==> config.mk <==
export PLATFORM = sky130hd
export DESIGN_NAME = tsp_display_ctrl
export DESIGN_NICKNAME = d
export VERILOG_FILES = /design/src/rtl/tsp_display_ctrl.sv
export SDC_FILE = /design/constraint.sdc
export NUM_CORES = 1
export LEC_CHECK = 0
export ABC_AREA = 1
export BUFFER_PORTS_ARGS = -buffer_cell sky130_fd_sc_hd__buf_2
export CAP_MARGIN = 20
export CORE_AREA = 2 2 95 165
export CTS_CLUSTER_SIZE = 30
export DETAILED_ROUTE_END_ITERATION = 16
export DIE_AREA = 0 0 97 167
export GPL_TIMING_DRIVEN = 0
export REMOVE_ABC_BUFFERS = 1
export SLEW_MARGIN = 15
export SYNTH_ARGS = -nofsm -noshare
export SYNTH_HDL_FRONTEND = slang
export SYNTH_SLANG_ARGS = --single-unit
==> constraint.sdc <==
create_clock -name clk -period 4.64 [get_ports clk]
set_input_delay 0 -clock clk [delete_from_list [all_inputs] [get_ports clk]]
set_output_delay 0 -clock clk [all_outputs]
set_load 0.02 [all_outputs]
==> src/rtl/tsp_display_ctrl.sv <==
// tsp_display_ctrl
// Front-panel driver for a TSP solver.
//   Mode 00: live tour cost.
//   Mode 10: best tour cost seen so far.
//   Mode 01: scrolls through the tour, showing two adjacent cities per step.
//   Mode 11: freezes the display.
// Optional feature macro: TSP_DISP_BCD_EN
//   Defined:   modes 00/10 show the cost in decimal, using a sequential
//              shift-add-3 converter.
//   Undefined: modes 00/10 show the cost in hex.
module tsp_display_ctrl #(
  parameter int N_CITY       = 64,
  parameter int IDX_W        = 6,
  parameter int PERF_W       = 19,
  parameter int N_DIGIT      = 6,
  parameter int REFRESH_LOG2 = 17,
  parameter int SCROLL_LOG2  = 23
) (
  input  logic                 clk,
  input  logic                 rst,
  input  logic [1:0]           sw,
  input  logic [PERF_W-1:0]    performance,
  input  logic                 perf_valid,
  output logic [IDX_W-1:0]     path_addr,
  input  logic [IDX_W-1:0]     path_data,
  output logic [4*N_DIGIT-1:0] digits,
  output logic [9:0]           ledr
);

  localparam int CNT_W = SCROLL_LOG2 + IDX_W + 1;
  localparam logic [4*N_DIGIT-1:0] ALL_F = {N_DIGIT{4'hF}};
  localparam logic [1:0] MODE_PATH = 2'b01;
  localparam logic [1:0] MODE_BEST = 2'b10;

  typedef enum logic [1:0] {
    ST_IDLE,
    ST_RD_A,
    ST_RD_B,
    ST_LATCH
  } fetch_state_t;

  // Advance a city index, wrapping at the real city count rather than at 2**IDX_W.
  function automatic logic [IDX_W-1:0] wrap_inc(input logic [IDX_W-1:0] x);
    return (x == IDX_W'(N_CITY - 1)) ? '0 : x + IDX_W'(1);
  endfunction

  logic [CNT_W-1:0]     r_cnt;
  logic [PERF_W-1:0]    r_best;
  logic [IDX_W-1:0]     r_idx;
  logic [IDX_W-1:0]     r_path_addr;
  logic [IDX_W-1:0]     r_city_a;
  fetch_state_t         r_state;
  logic [4*N_DIGIT-1:0] r_digits;
  logic [9:0]           r_ledr;

  logic                 w_refresh_tick;
  logic                 w_scroll_tick;
  logic [IDX_W-1:0]     w_idx_next;
  logic                 w_value_mode;
  logic [PERF_W-1:0]    w_value;
  logic                 w_value_blank;
  logic                 w_latch_upd;
  logic [9:0]           w_idx_led;
  logic [4*N_DIGIT-1:0] w_path_digits;

  assign w_refresh_tick = (r_cnt[REFRESH_LOG2-1:0] == '0);
  assign w_scroll_tick  = (r_cnt[SCROLL_LOG2-1:0] == '0);
  assign w_idx_next     = wrap_inc(r_idx);
  // Modes 00 and 10 both display a cost value; sw[1] selects best over live.
  assign w_value_mode   = ~sw[0];
  assign w_value        = (sw == MODE_BEST) ? r_best : performance;
  // An all-ones best means no sample has arrived yet, so show a blank display.
  assign w_value_blank  = (sw == MODE_BEST) && (r_best == '1);
  // City B is taken straight from the memory bus in the same cycle it arrives.
  assign w_latch_upd    = (r_state == ST_LATCH) && (sw == MODE_PATH);
  assign w_idx_led      = 10'(r_idx);

  assign path_addr = r_path_addr;
  assign digits    = r_digits;
  assign ledr      = r_ledr;

  // Free-running timebase; both ticks are decoded from its low bits.
  always_ff @(posedge clk or negedge rst) begin
    if (!rst) r_cnt <= '0;
    else      r_cnt <= r_cnt + CNT_W'(1);
  end

  // Track the lowest cost seen. Only a strictly lower sample replaces it.
  always_ff @(posedge clk or negedge rst) begin
    if (!rst) begin
      r_best <= '1;
    end else if (perf_valid && (performance < r_best)) begin
      r_best <= performance;
    end
  end

  // Path fetch FSM: advance idx, read city idx, then read city idx+1.
  always_ff @(posedge clk or negedge rst) begin
    if (!rst) begin
      r_state     <= ST_IDLE;
      r_idx       <= '0;
      r_path_addr <= '0;
      r_city_a    <= '0;
    end else begin
      case (r_state)
        ST_IDLE: begin
          r_path_addr <= '0;
          if ((sw == MODE_PATH) && w_scroll_tick) begin
            r_idx       <= w_idx_next;
            r_path_addr <= w_idx_next;
            r_state     <= ST_RD_A;
          end
        end
        ST_RD_A: begin
          r_path_addr <= wrap_inc(r_idx);
          r_state     <= ST_RD_B;
        end
        ST_RD_B: begin
          r_city_a    <= path_data;
          r_path_addr <= '0;
          r_state     <= ST_LATCH;
        end
        default: begin
          r_path_addr <= '0;
          r_state     <= ST_IDLE;
        end
      endcase
    end
  end

  // Layout of a path step: city A in digits 1:0, city B in digits 4:3.
  always_comb begin
    w_path_digits        = ALL_F;
    w_path_digits[7:0]   = 8'(r_city_a);
    w_path_digits[11:8]  = 4'h0;
    w_path_digits[19:12] = 8'(path_data);
    w_path_digits[23:20] = 4'h0;
  end

`ifdef TSP_DISP_BCD_EN
  localparam int CONV_W = $clog2(PERF_W + 1);

  logic                 r_conv_busy;
  logic [CONV_W-1:0]    r_conv_cnt;
  logic [PERF_W-1:0]    r_conv_bin;
  logic [4*N_DIGIT-1:0] r_conv_bcd;
  logic                 r_conv_ovf;
  logic [4*N_DIGIT-1:0] w_bcd_adj;

  // Add-3 correction for every BCD digit before each left shift.
  genvar gi;
  generate
    for (gi = 0; gi < N_DIGIT; gi++) begin : g_add3
      assign w_bcd_adj[4*gi+3:4*gi] = (r_conv_bcd[4*gi+3:4*gi] >= 4'd5) ?
                                      r_conv_bcd[4*gi+3:4*gi] + 4'd3 :
                                      r_conv_bcd[4*gi+3:4*gi];
    end
  endgenerate
`else
  logic [4*N_DIGIT-1:0] w_hex_digits;

  // Hex layout: five value nibbles, a zero sixth digit, blanks above that.
  always_comb begin
    w_hex_digits        = ALL_F;
    w_hex_digits[19:0]  = 20'(w_value);
    w_hex_digits[23:20] = 4'h0;
  end
`endif

  // Display and LED registers. The mode switches always drive ledr[9:8],
  // except in path mode, where a latched step owns the whole LED bus.
  always_ff @(posedge clk or negedge rst) begin
    if (!rst) begin
      r_digits <= ALL_F;
      r_ledr   <= '0;
`ifdef TSP_DISP_BCD_EN
      r_conv_busy <= 1'b0;
      r_conv_cnt  <= '0;
      r_conv_bin  <= '0;
      r_conv_bcd  <= '0;
      r_conv_ovf  <= 1'b0;
`endif
    end else begin
      if (sw != MODE_PATH) r_ledr[9:8] <= sw;
      if (w_latch_upd) begin
        r_digits <= w_path_digits;
        r_ledr   <= w_idx_led;
      end
`ifdef TSP_DISP_BCD_EN
      // Refresh ticks that arrive during a conversion are dropped. A 1 shifted
      // out of the top digit means the value does not fit in N_DIGIT digits.
      if (r_conv_busy) begin
        if (r_conv_cnt == '0) begin
          r_conv_busy <= 1'b0;
          if (w_value_mode) r_digits <= r_conv_ovf ? ALL_F : r_conv_bcd;
        end else begin
          r_conv_cnt <= r_conv_cnt - CONV_W'(1);
          r_conv_bin <= r_conv_bin << 1;
          r_conv_bcd <= {w_bcd_adj[4*N_DIGIT-2:0], r_conv_bin[PERF_W-1]};
          r_conv_ovf <= r_conv_ovf | w_bcd_adj[4*N_DIGIT-1];
        end
      end else if (w_value_mode && w_refresh_tick) begin
        if (w_value_blank) begin
          r_digits <= ALL_F;
        end else begin
          r_conv_busy <= 1'b1;
          r_conv_cnt  <= CONV_W'(PERF_W);
          r_conv_bin  <= w_value;
          r_conv_bcd  <= '0;
          r_conv_ovf  <= 1'b0;
        end
      end
`else
      if (w_value_mode && w_refresh_tick) begin
        r_digits <= w_value_blank ? ALL_F : w_hex_digits;
      end
`endif
    end
  end

endmodule
==> key figures, run 1 <==
Outcome
  • Status: finished, final reports clean

Critical path
  • CP Launch Type: flip-flop
  • Worst-path maximum fanout: 20
  • Crit-path cells: inv_1 -> ha_1 -> a21o_1 -> nor2_1 -> nand2_1 -> nand2_1 -> nand3_2 -> nand2_1 -> nand2_1
  • Crit-path most repeated cell: nand2_1
  • CP startpoint: r_best[10]
  • Worst Reg2Reg Path Length in Cells: 9
  • Critical R2R Launch: r_best[10]
  • CP required: slightly below 5 ns
  • CP arrival: around 3 ns
  • Critical path destination: r_best[10]
  • CP Capture Type: flip-flop
  • FF-to-FF End: r_best[10]
  • Worst reg-to-reg setup slack: between 1.5 and 2 ns
  • Worst Setup Path Type: flip-flop to flip-flop
  • Worst path max stage delay: 0.57 ns
  • Worst path slowest cell: nand2_1

Clock tree
  • H-tree depth: 3
  • Clock Latency Late Sink: 0.34 ns
  • CTS tree: yes
  • TritonCTS Buffers: 9
  • Max clock buf depth: 2
  • Clock Sinks: 90
  • Gates resized, CTS repair: 0
  • Worst-path clk slew: about 0.07 ns
  • Clock root buffer master: clkbuf_16

Synth
  • Synth Register Bits: 90
  • EDFF count, synth: 0
  • Synth area leader: dfrtp_1
  • Synth unique cells: 31
  • Seq/Total Area, Yosys: roughly 45%
  • Syn Area/Cell: 8.086 um^2
  • Post-synth ARST share: 100.0%
  • Dominant synthesized flop cell: dfrtp_1
  • Mapped Area: about 5100 um^2
  • Ys Warns: 0
  • Synth top area share: roughly a quarter
  • Top cells by area, synth: dfrtp_1 25%, dfstp_2 20%, nand2_1 16%, ha_1 6.4%, inv_1 5.7%
  • Cells after Synth: approximately 630

Floorplanning
  • Die Height: 167 um
  • IO Count: 70
  • Core Box Area: about 15000 um^2
  • Initial core utilization: approximately a third
  • Die W: between 90 and 100 um
  • Floorplan row count: roughly 60
  • Total Die Area: between 15000 and 20000 um^2

Global routing
  • Initial antenna violation count: 0
  • GR Util All Layers: 14.91%
  • GRT overflow: 0
  • Vias in the first global route: between 4000 and 5000
  • Maximum number of pins on one net before global-route repair: 58
  • First-pass GRT wire length: slightly below 20 mm

Routing
  • DR vias: 4137
  • Residual DRC: 0
  • WL/cell: between 10 and 15 um
  • Final wirelength: 11.67 mm
  • First-pass DRT Iterations: 5
  • Via density: approximately 4.6
  • DRT antenna net count: 0
  • DR iter-0 viols: 169

STA
  • Final setup viols: 0
  • Final number of hold-violating endpoints: 0
  • Fin crit share: approximately 59%
  • Slew Limit Fails: 0
  • Worst Skew: 0.009931 ns
  • Slew Limit Headroom: between 40% and 50%
  • RSZ-0062 raised after global routing: false
  • Slew @ Worst Pin: between 0.7 and 0.8 ns
  • Tmin final: 2.744 ns
  • Setup TNS: 0 ns
  • WHS: around 0.14 ns
  • Achievable frequency: around 360 MHz

Pwr
  • Clock power frac: approximately 27%
  • Psw: 1.040 mW
  • Power Dens Cells: about 470 nW/um^2
  • Tot Pwr: slightly below 3 mW
  • Internal power: between 1.5 and 2 mW
  • Sequential share of power: 41.7%
  • Maximum vdd drop: around 0.19 mV
  • Lkg Pwr: 3.218 nW
  • Combinational power share: between 30% and 40%
  • Switch share: a little over a third

Placement
  • Dpl hpwl: 8.672 mm
  • Inst Count DP: 861
  • Routability cong.: about 0.84
  • DP Area: 5540 um^2
  • Number of buffers added on ports: 67

Final layout
  • Nets: 774
  • Area Growth Syn to Fin: 20.45%
  • Finished Cell Area: about 6000 um^2
  • Layout cells sized above 1: a little over a fifth
  • Antenna Cells: 0
  • Final non-filler cell total: 906

Flow run
  • Total of max-cap violations: 0

Min path
  • Tightest Hold Check Type: input port to async pin
[state kept, by name, summed over array words and instances, names as in the netlist]
signal     count
digits        20
r_city_a       6
r_idx          6
r_cnt         23
r_state        2
path_addr      6
ledr           8
r_best        19
[layout make-up]
type                       count  area (um^2)
inverter                      83        311.5
clock inverter                 6        76.32
sequential                    90         2301
clock buffer                  10        239.0
multi-input combinational    437         2333
fill                        1546         8692
tap                          183        229.0
timing repair buffer          97        655.6
[cell usage after synthesis, types with 2 or more instances]
master      n
nand2_1   211
buf_4      11
nor2_1     35
buf_2       5
a21oi_2     6
clkbuf_1    2
nor2_4      4
dfrtp_1    51
dfstp_2    39
o21ai_0    30
nand3_2     3
buf_6       4
inv_1      78
a21oi_1     6
ha_1       26
inv_2       5
nand4_1    11
xnor2_1     7
nor2_2      4
nor3_1      7
nand3_1    46
nand2_2     4
o21ai_2     4
xor2_1     14
mux2i_1    12
[critical path, delay by kind of cell (launching register included)]
kind                       cells  cell delay [ns]
AOI/OAI and AO/OA              1             0.18
adders and majority gates      1             0.29
buffers and inverters          1             0.05
DFF                            1             0.54
and+or+nand+nor                6             1.60
[what timing repair did]
action	CTS	global route
setup buffers	0	0
hold buffers	29	0
endpoints found under the hold margin	67	0
[cell families after synthesis]
logic type               share of synthesized area [%]
multiplexers                                     2.354
flip-flops                                       45.10
AND/OR/NAND/NOR                                  27.61
adder cells (fa/ha/maj)                          6.376
XOR/XNOR                                         3.605
buffers and inverters                            9.245
other                                          0.07349
AO/OA/AOI/OAI                                    5.640
[cell usage in the layout (no fill, tap or decap), drive strengths merged]
master / synthesis / layout
nor2: 43 / 43
xnor2: 7 / 7
buf: 20 / 68
xor2: 14 / 14
clkbuf: 2 / 10
dlygate4sd3: 0 / 29
bufinv: 0 / 1
nor3: 7 / 7
a21o: 1 / 1
mux2i: 12 / 12
nand3: 50 / 50
nand4: 11 / 11
o31ai: 1 / 1
dfrtp: 51 / 51
conb: 1 / 2
a21oi: 12 / 12
o21ai: 35 / 35
and2: 1 / 1
inv: 83 / 88
dfstp: 39 / 39
ha: 26 / 26
nand2: 215 / 215
[worst min path at each step]
stage,to,depth (start not counted),start,slack [ns]
4_1_cts,r_cnt[17],2,rst,0.15
5_1_grt,r_cnt[18],2,rst,0.18
3_5_place_dp,r_cnt[17],1,rst,-0.01
3_3_place_gp,r_city_a[1],3,path_data[1],0.22
2_1_floorplan,ledr[0],0,rst,-0.30
6_report,r_cnt[18],2,rst,0.14
[stage by stage]
step	util (%)	worst slack, ns
final	41.42	1.896
after global routing	41.42	1.656
after detailed placement	37.34	1.887
after CTS	41.42	1.861
after global placement	37.14	1.888
after floorplan	-	2.559
[layer usage]
metal / global-route usage (%) / part of all wire [%]
met2: 26.39 / 52
met5: 0 / 0
met1: 17.68 / 42
met4: 6.797 / 2.5
met3: 2.182 / 3.0
[power by group through the flow]
stage / Clock [mW] / Combinational [mW] / Sequential (mW)
after detailed placement: 0 / 0.908 / 1.22
after global routing: 0.840 / 1.06 / 1.24
after CTS: 0.803 / 0.931 / 1.21
after global placement: 0 / 0.888 / 1.22
after floorplan: 0 / 0.556 / 1.30
final: 0.779 / 0.913 / 1.21
Power figures use the tool's default switching activity.
==> run 2, diff against run 1 <==
ABC_AREA = 0   (was 1)
CORE_AREA = 2 2 93 163   (was 2 2 95 165)
DIE_AREA = 0 0 95 165   (was 0 0 97 167)
clock period = 2.4 ns   (was 4.64 ns; I/O delays follow)
==> key figures, run 2 <==
Synth
  • Adder-cell share of the synthesized area: under 10%
  • Most common cell in the netlist: nand2_1
  • Synth top area share: 25.83%
  • Post-synth ARST share: 100.0%
  • Synth area leader: dfrtp_1
  • Cells after Synth: just over 500
  • Top cells by area, synth: dfrtp_1 26%, dfstp_2 21%, nand2_1 7.4%, ha_1 6.6%, o2111ai_1 3.4%
  • Xor/xnor share of the synthesized area: 4.609%
  • EDFF count, synth: 0
  • Seq/Total Area, Yosys: roughly 47%
  • Synth unique cells: 48
  • Mux cell area share after synthesis: 1.823%
  • Syn Area/Cell: 9.669 um^2
  • Synth Area in Simple Gates: a little under a fifth
  • Mapped Area: a little under 5000 um^2
  • Synth Register Bits: 90
  • Largest family of logic cells by synthesized area: simple AND/OR/NAND/NOR gates
  • Post-synthesis compound-gate area fraction: between 10% and 20%
  • Dominant synthesized flop cell: dfrtp_1
  • Top cells by count, synth: 98 x nand2_1, 51 x dfrtp_1, 39 x dfstp_2, 34 x nor2_1, 26 x ha_1
  • Ys Warns: 0

Clock tree
  • Clock Sinks: 90
  • CTS tree: yes
  • Max clock buf depth: 2
  • TritonCTS Buffers: 9
  • Clock Latency Late Sink: 0.34 ns
  • H-tree depth: 3
  • Clock root buffer master: clkbuf_16
  • Worst-path clk slew: around 0.060 ns

Critical path
  • CP required: 2.65 ns
  • FF-to-FF End: r_best[8]
  • Worst-path maximum fanout: 19
  • Worst reg-to-reg setup slack: ~0.085 ns
  • Worst path slowest cell: dfstp_2
  • Critical R2R Launch: r_best[13]
  • Worst Reg2Reg Path Length in Cells: 7
  • Crit-path cells: inv_1 -> ha_1 -> and3_4 -> a221o_1 -> a221o_4 -> nand2_1 -> o211ai_2
  • Worst Setup Path Type: flip-flop to flip-flop
  • CP Capture Type: flip-flop
  • CP arrival: 2.57 ns
  • Worst path max stage delay: about 0.57 ns
  • CP Launch Type: flip-flop

Final layout
  • Antenna Cells: 0
  • Nets: between 600 and 700
  • Most common cell after layout, fill and taps aside: nand2_1
  • Biggest register: r_cnt
  • Most frequent cells in the layout: 98 x nand2_1, 66 x buf_2, 51 x dfrtp_1
  • Layout cells sized above 1: 29.16%
  • Finished Cell Area: between 6000 and 7000 um^2
  • Largest register FFs: 23
  • Area Growth Syn to Fin: 25.63%
  • Number of fill cells: around 1300

Placement
  • Number of buffers added on ports: 67
  • DP Area: around 5400 um^2
  • Dpl hpwl: approximately 8.8 mm
  • Routability cong.: about 0.83

Routing
  • DRT antenna net count: 0
  • DR iter-0 viols: ~200
  • First-pass DRT Iterations: 5
  • Via density: around 5.2
  • WL/cell: 16.43 um
  • DR vias: around 4100
  • Residual DRC: 0
  • Final wirelength: about 13 mm

Floorplanning
  • IO Count: 70
  • Initial core utilization: between 30 and 40%
  • Die Height: between 150 and 200 um
  • Core Box Area: between 10000 and 15000 um^2
  • Floorplan row count: 58
  • Total Die Area: roughly 16000 um^2
  • Die W: 95 um

Min path
  • Tightest Hold Check Type: input port to flip-flop
  • WHS Path Cells: 6
  • Worst Hold End: r_best[5]
  • Hold path startpoint: perf_valid

Global routing
  • First-pass GRT wire length: between 20 and 25 mm
  • Vias in the first global route: between 4000 and 5000
  • Initial antenna violation count: 0
  • GR Util All Layers: 16.64%
  • Maximum number of pins on one net before global-route repair: 59
  • GRT overflow: 0

STA
  • Tmin final: around 2.3 ns
  • Final number of hold-violating endpoints: 0
  • Worst Skew: 0.003868 ns
  • Achievable frequency: ~430 MHz
  • Slew @ Worst Pin: approximately 0.74 ns
  • Fin crit share: a little over nine tenths
  • RSZ-0062 raised after global routing: true
  • Slew Limit Fails: 0
  • Final setup viols: 0
  • Slew Limit Headroom: 50.48%

Pwr
  • Power Dens Cells: 1012 nW/um^2
  • Tot Pwr: between 6 and 7 mW
  • Lkg Pwr: around 2.8 nW
  • Maximum vdd drop: ~0.43 mV

Outcome
  • Status: finished, final reports clean

Flow run
  • Total of max-cap violations: 0
==> run 2: per-layer routing <==
layer	routed length, um	GRT usage [%]	vias to the layer above
li1	-	-	1968
met1	5057	19.58	1980
met2	6958	29.56	127
met3	585	2.920	21
met4	331	6.522	0
met5	0	0	-
==> run 2: repair_timing <==
item,CTS,global route
gates cloned,0,1
setup buffers,5,11
hold endpoints to repair,79,0
hold buffers,29,0
pin swaps,2,6
resized for setup,8,8
setup endpoints to repair,22,21
==> run 2: through the flow <==
step	TNS (ns)	util, %	instances	setup WS, ns	hold WS (ns)
after floorplan	-10.46	-	476	-0.5687	-0.2956
after global placement	-29.22	37.18	723	-1.421	0.2462
after detailed placement	-13.08	37.50	725	-0.7202	0.1235
after CTS	0	42.35	775	0.01108	0.2839
after global routing	-0.02480	43.42	787	-0.02480	0.3144
final	0	43.42	787	0.08500	0.2708
==> run 2: final cells by class <==
class | instances | area (um^2) | share of cell area (%)
repair buffers | 114 | 803.3 | 12.94
well taps | 180 | 225.2 | 3.628
flip-flops and latches | 90 | 2301 | 37.07
inverters | 24 | 90.09 | 1.451
multi-input cells | 363 | 2464 | 39.69
clock buffers | 14 | 264.0 | 4.253
clock inverters | 2 | 60.06 | 0.9675
==> run 2: kinds of logic after synthesis <==
logic type	after synthesis
other	1
AOI/OAI and AO/OA	104
xor gates and xnor gates	26
muxes	8
DFF	90
and+or+nand+nor	196
buffers and inverters	60
adders and majority gates	26
==> run 2: worst max path at each step <==
| stage | slack [ns] | start | end |
|---|---|---|---|
| 5_1_grt | -0.02 | r_best[13] | r_best[18] |
| 3_3_place_gp | -1.42 | r_best[10] | r_best[3] |
| 3_5_place_dp | -0.72 | r_best[10] | r_best[0] |
| 2_1_floorplan | -0.57 | r_best[2] | r_best[0] |
| 6_report | 0.09 | r_best[13] | r_best[8] |
| 4_1_cts | 0.01 | r_best[10] | r_best[6] |
==> run 2: critical path, delay by kind of cell, from the launching register on <==
| kind | cells | cell delay [ns] |
|---|---|---|
| compound gates | 3 | 1.03 |
| fa+ha+maj | 1 | 0.26 |
| buf+inv | 1 | 0.06 |
| flops | 1 | 0.57 |
| simple gates | 2 | 0.30 |
==> run 2: where the power goes <==
| group | switching, mW | internal (mW) | total (mW) |
|---|---|---|---|
| Combinational | 1.35 | 0.939 | 2.29 |
| Clock | 0.574 | 0.971 | 1.55 |
| Sequential | 0.302 | 2.15 | 2.45 |
==> run 3, diff against run 2 <==
CORE_AREA = 5 5 96 166   (was 2 2 93 163)
DIE_AREA = 0 0 101 171   (was 0 0 95 165)
REMOVE_ABC_BUFFERS = unset   (was 1)
==> key figures, run 3 (synthesis results as in run 2) <==
STA
  • Final number of hold-violating endpoints: 0
  • Slew Limit Headroom: between 50% and 60%
  • Slew Limit Fails: 0
  • Final worst slack: 0.02207 ns
  • Final setup viols: 0
  • Setup TNS: 0 ns
  • Fin crit share: just under 100%
  • Worst Skew: 0.008982 ns
  • Tmin final: 2.378 ns
  • Slew @ Worst Pin: between 0.6 and 0.7 ns
  • Achievable frequency: 420.5 MHz

Floorplanning
  • Total Die Area: between 15000 and 20000 um^2
  • Initial core utilization: between 30% and 40%
  • Die W: around 100 um
  • Die Height: between 150 and 200 um
  • Floorplan row count: 59
  • Core Box Area: between 10000 and 15000 um^2
  • IO Count: 70

Global routing
  • GRT overflow: 0
  • First-pass GRT wire length: roughly 22 mm
  • Vias in the first global route: around 4500
  • GR Util All Layers: ~17%
  • Initial antenna violation count: 0
  • Maximum number of pins on one net before global-route repair: about 50

Final layout
  • Nets: about 700
  • Layout Utilization: a little over two fifths
  • Most common cell after layout, fill and taps aside: nand2_1
  • Antenna Cells: 0
  • Most frequent cells in the layout: 91 x nand2_1, 70 x buf_2, 51 x dfrtp_1
  • Layout cells sized above 1: a little under a third
  • Finished Cell Area: between 6000 and 7000 um^2
  • Number of fill cells: approximately 1400
  • Largest register FFs: 23
  • Area Growth Syn to Fin: 28.08%
  • Biggest register: r_cnt

Placement
  • Setup Slack @ Placement: -0.2158 ns
  • Routability cong.: around 0.9
  • Number of buffers added on ports: 67
  • Dpl hpwl: 10.54 mm
  • DP Area: between 5000 and 6000 um^2

Clock tree
  • Worst-path clk slew: around 0.070 ns
  • Clock Sinks: 90
  • H-tree depth: 3
  • Clock root buffer master: clkbuf_16
  • Max clock buf depth: 2
  • CTS tree: yes
  • TritonCTS Buffers: 9
  • Clock Latency Late Sink: 0.35 ns

Routing
  • Final wirelength: about 14 mm
  • DR vias: approximately 4300
  • DR iter-0 viols: between 100 and 150
  • DRT antenna net count: 0
  • Via density: 5.224
  • Residual DRC: 0
  • WL/cell: between 15 and 20 um
  • First-pass DRT Iterations: 4

Critical path
  • Worst-path maximum fanout: 10
  • FF-to-FF End: r_best[15]
  • CP Capture Type: flip-flop
  • Critical R2R Launch: r_best[12]
  • Worst Reg2Reg Path Length in Cells: 9
  • CP Launch Type: flip-flop
  • CP arrival: roughly 2.6 ns
  • CP required: roughly 2.7 ns
  • Worst reg-to-reg setup slack: 0.02 ns
  • Worst Setup Path Type: flip-flop to flip-flop

Flow run
  • Total of max-cap violations: 0

Min path
  • Tightest Hold Check Type: input port to async pin

Pwr
  • Power Dens Cells: between 900 and 1000 nW/um^2
  • Tot Pwr: around 6.3 mW
  • Maximum vdd drop: between 0.3 and 0.4 mV
  • Lkg Pwr: between 2 and 3 nW

Outcome
  • Status: finished, final reports clean
[run 3: cell count changes in the layout (fill, tap and decap cells not counted), sizes merged]
cell / previous run / this run
bufinv: 2 / 1
clkinv: 0 / 1
or2: 2 / 1
inv: 24 / 28
clkbuf: 14 / 27
clkinvlp: 0 / 1
buf: 85 / 94
[run 3: layer usage]
metal	wire [um]	global-route usage [%]	part of all wire, %
met2	7887	31.59	56
met4	558	8.275	4.0
met5	0	0	0
met1	5093	16.80	36
met3	530	3.182	3.8
[run 3: layout make-up]
class / count / area (um^2) / area share [%]
buffer: 35 / 217.7 / 3.440
clock inverter: 7 / 96.34 / 1.522
multi-input combinational: 362 / 2429 / 38.37
sequential: 90 / 2301 / 36.36
tap: 183 / 229.0 / 3.618
timing repair buffer: 106 / 740.7 / 11.70
clock buffer: 9 / 225.2 / 3.559
inverter: 24 / 90.09 / 1.423
[run 3: worst max-delay path, cell delays in order (launching register included)]
cell      delay [ns]
dfstp_2         0.54
inv_1           0.06
ha_1            0.28
a21o_1          0.19
a221o_1         0.38
a221o_1         0.40
buf_6           0.14
buf_12          0.14
nand2_2         0.07
o211ai_2        0.09
[run 3: worst max-delay path by stage]
| stage | startpoint | endpoint | slack (ns) | cells after the start |
|---|---|---|---|---|
| after floorplan | r_best[14] | r_best[10] | 0.14 | 8 |
| after global placement | r_best[15] | r_best[13] | -0.16 | 8 |
| after detailed placement | r_best[14] | r_best[15] | -0.22 | 8 |
| after CTS | r_best[10] | r_best[9] | 0.001 | 8 |
| after global routing | r_best[12] | r_best[11] | -0.004 | 9 |
| final | r_best[12] | r_best[15] | 0.02 | 9 |
[run 3: report_power, final]
part | leakage (nW) | internal, mW | total, mW | switching, mW
Clock | 0.155 | 0.842 | 1.51 | 0.665
Sequential | 1.08 | 2.14 | 2.46 | 0.311
Combinational | 1.65 | 0.971 | 2.32 | 1.35
Total | 2.88 | 3.96 | 6.28 | 2.32
[run 3: through the flow]
| step | cells | hold slack [ns] |
|---|---|---|
| 2_1_floorplan | 512 | -0.2956 |
| 3_3_place_gp | 762 | 0.2495 |
| 3_5_place_dp | 763 | 0.06469 |
| 4_1_cts | 810 | 0.2386 |
| 5_1_grt | 816 | 0.2754 |
| 6_report | 816 | 0.2326 |
[run 3: repair_timing]
item	4_1_cts	5_1_grt
gates cloned	0	0
pin swaps	3	4
hold buffers	29	0
hold endpoints to repair	68	0
resized for setup	8	20
setup buffers	3	6
endpoints found under the setup margin	21	16
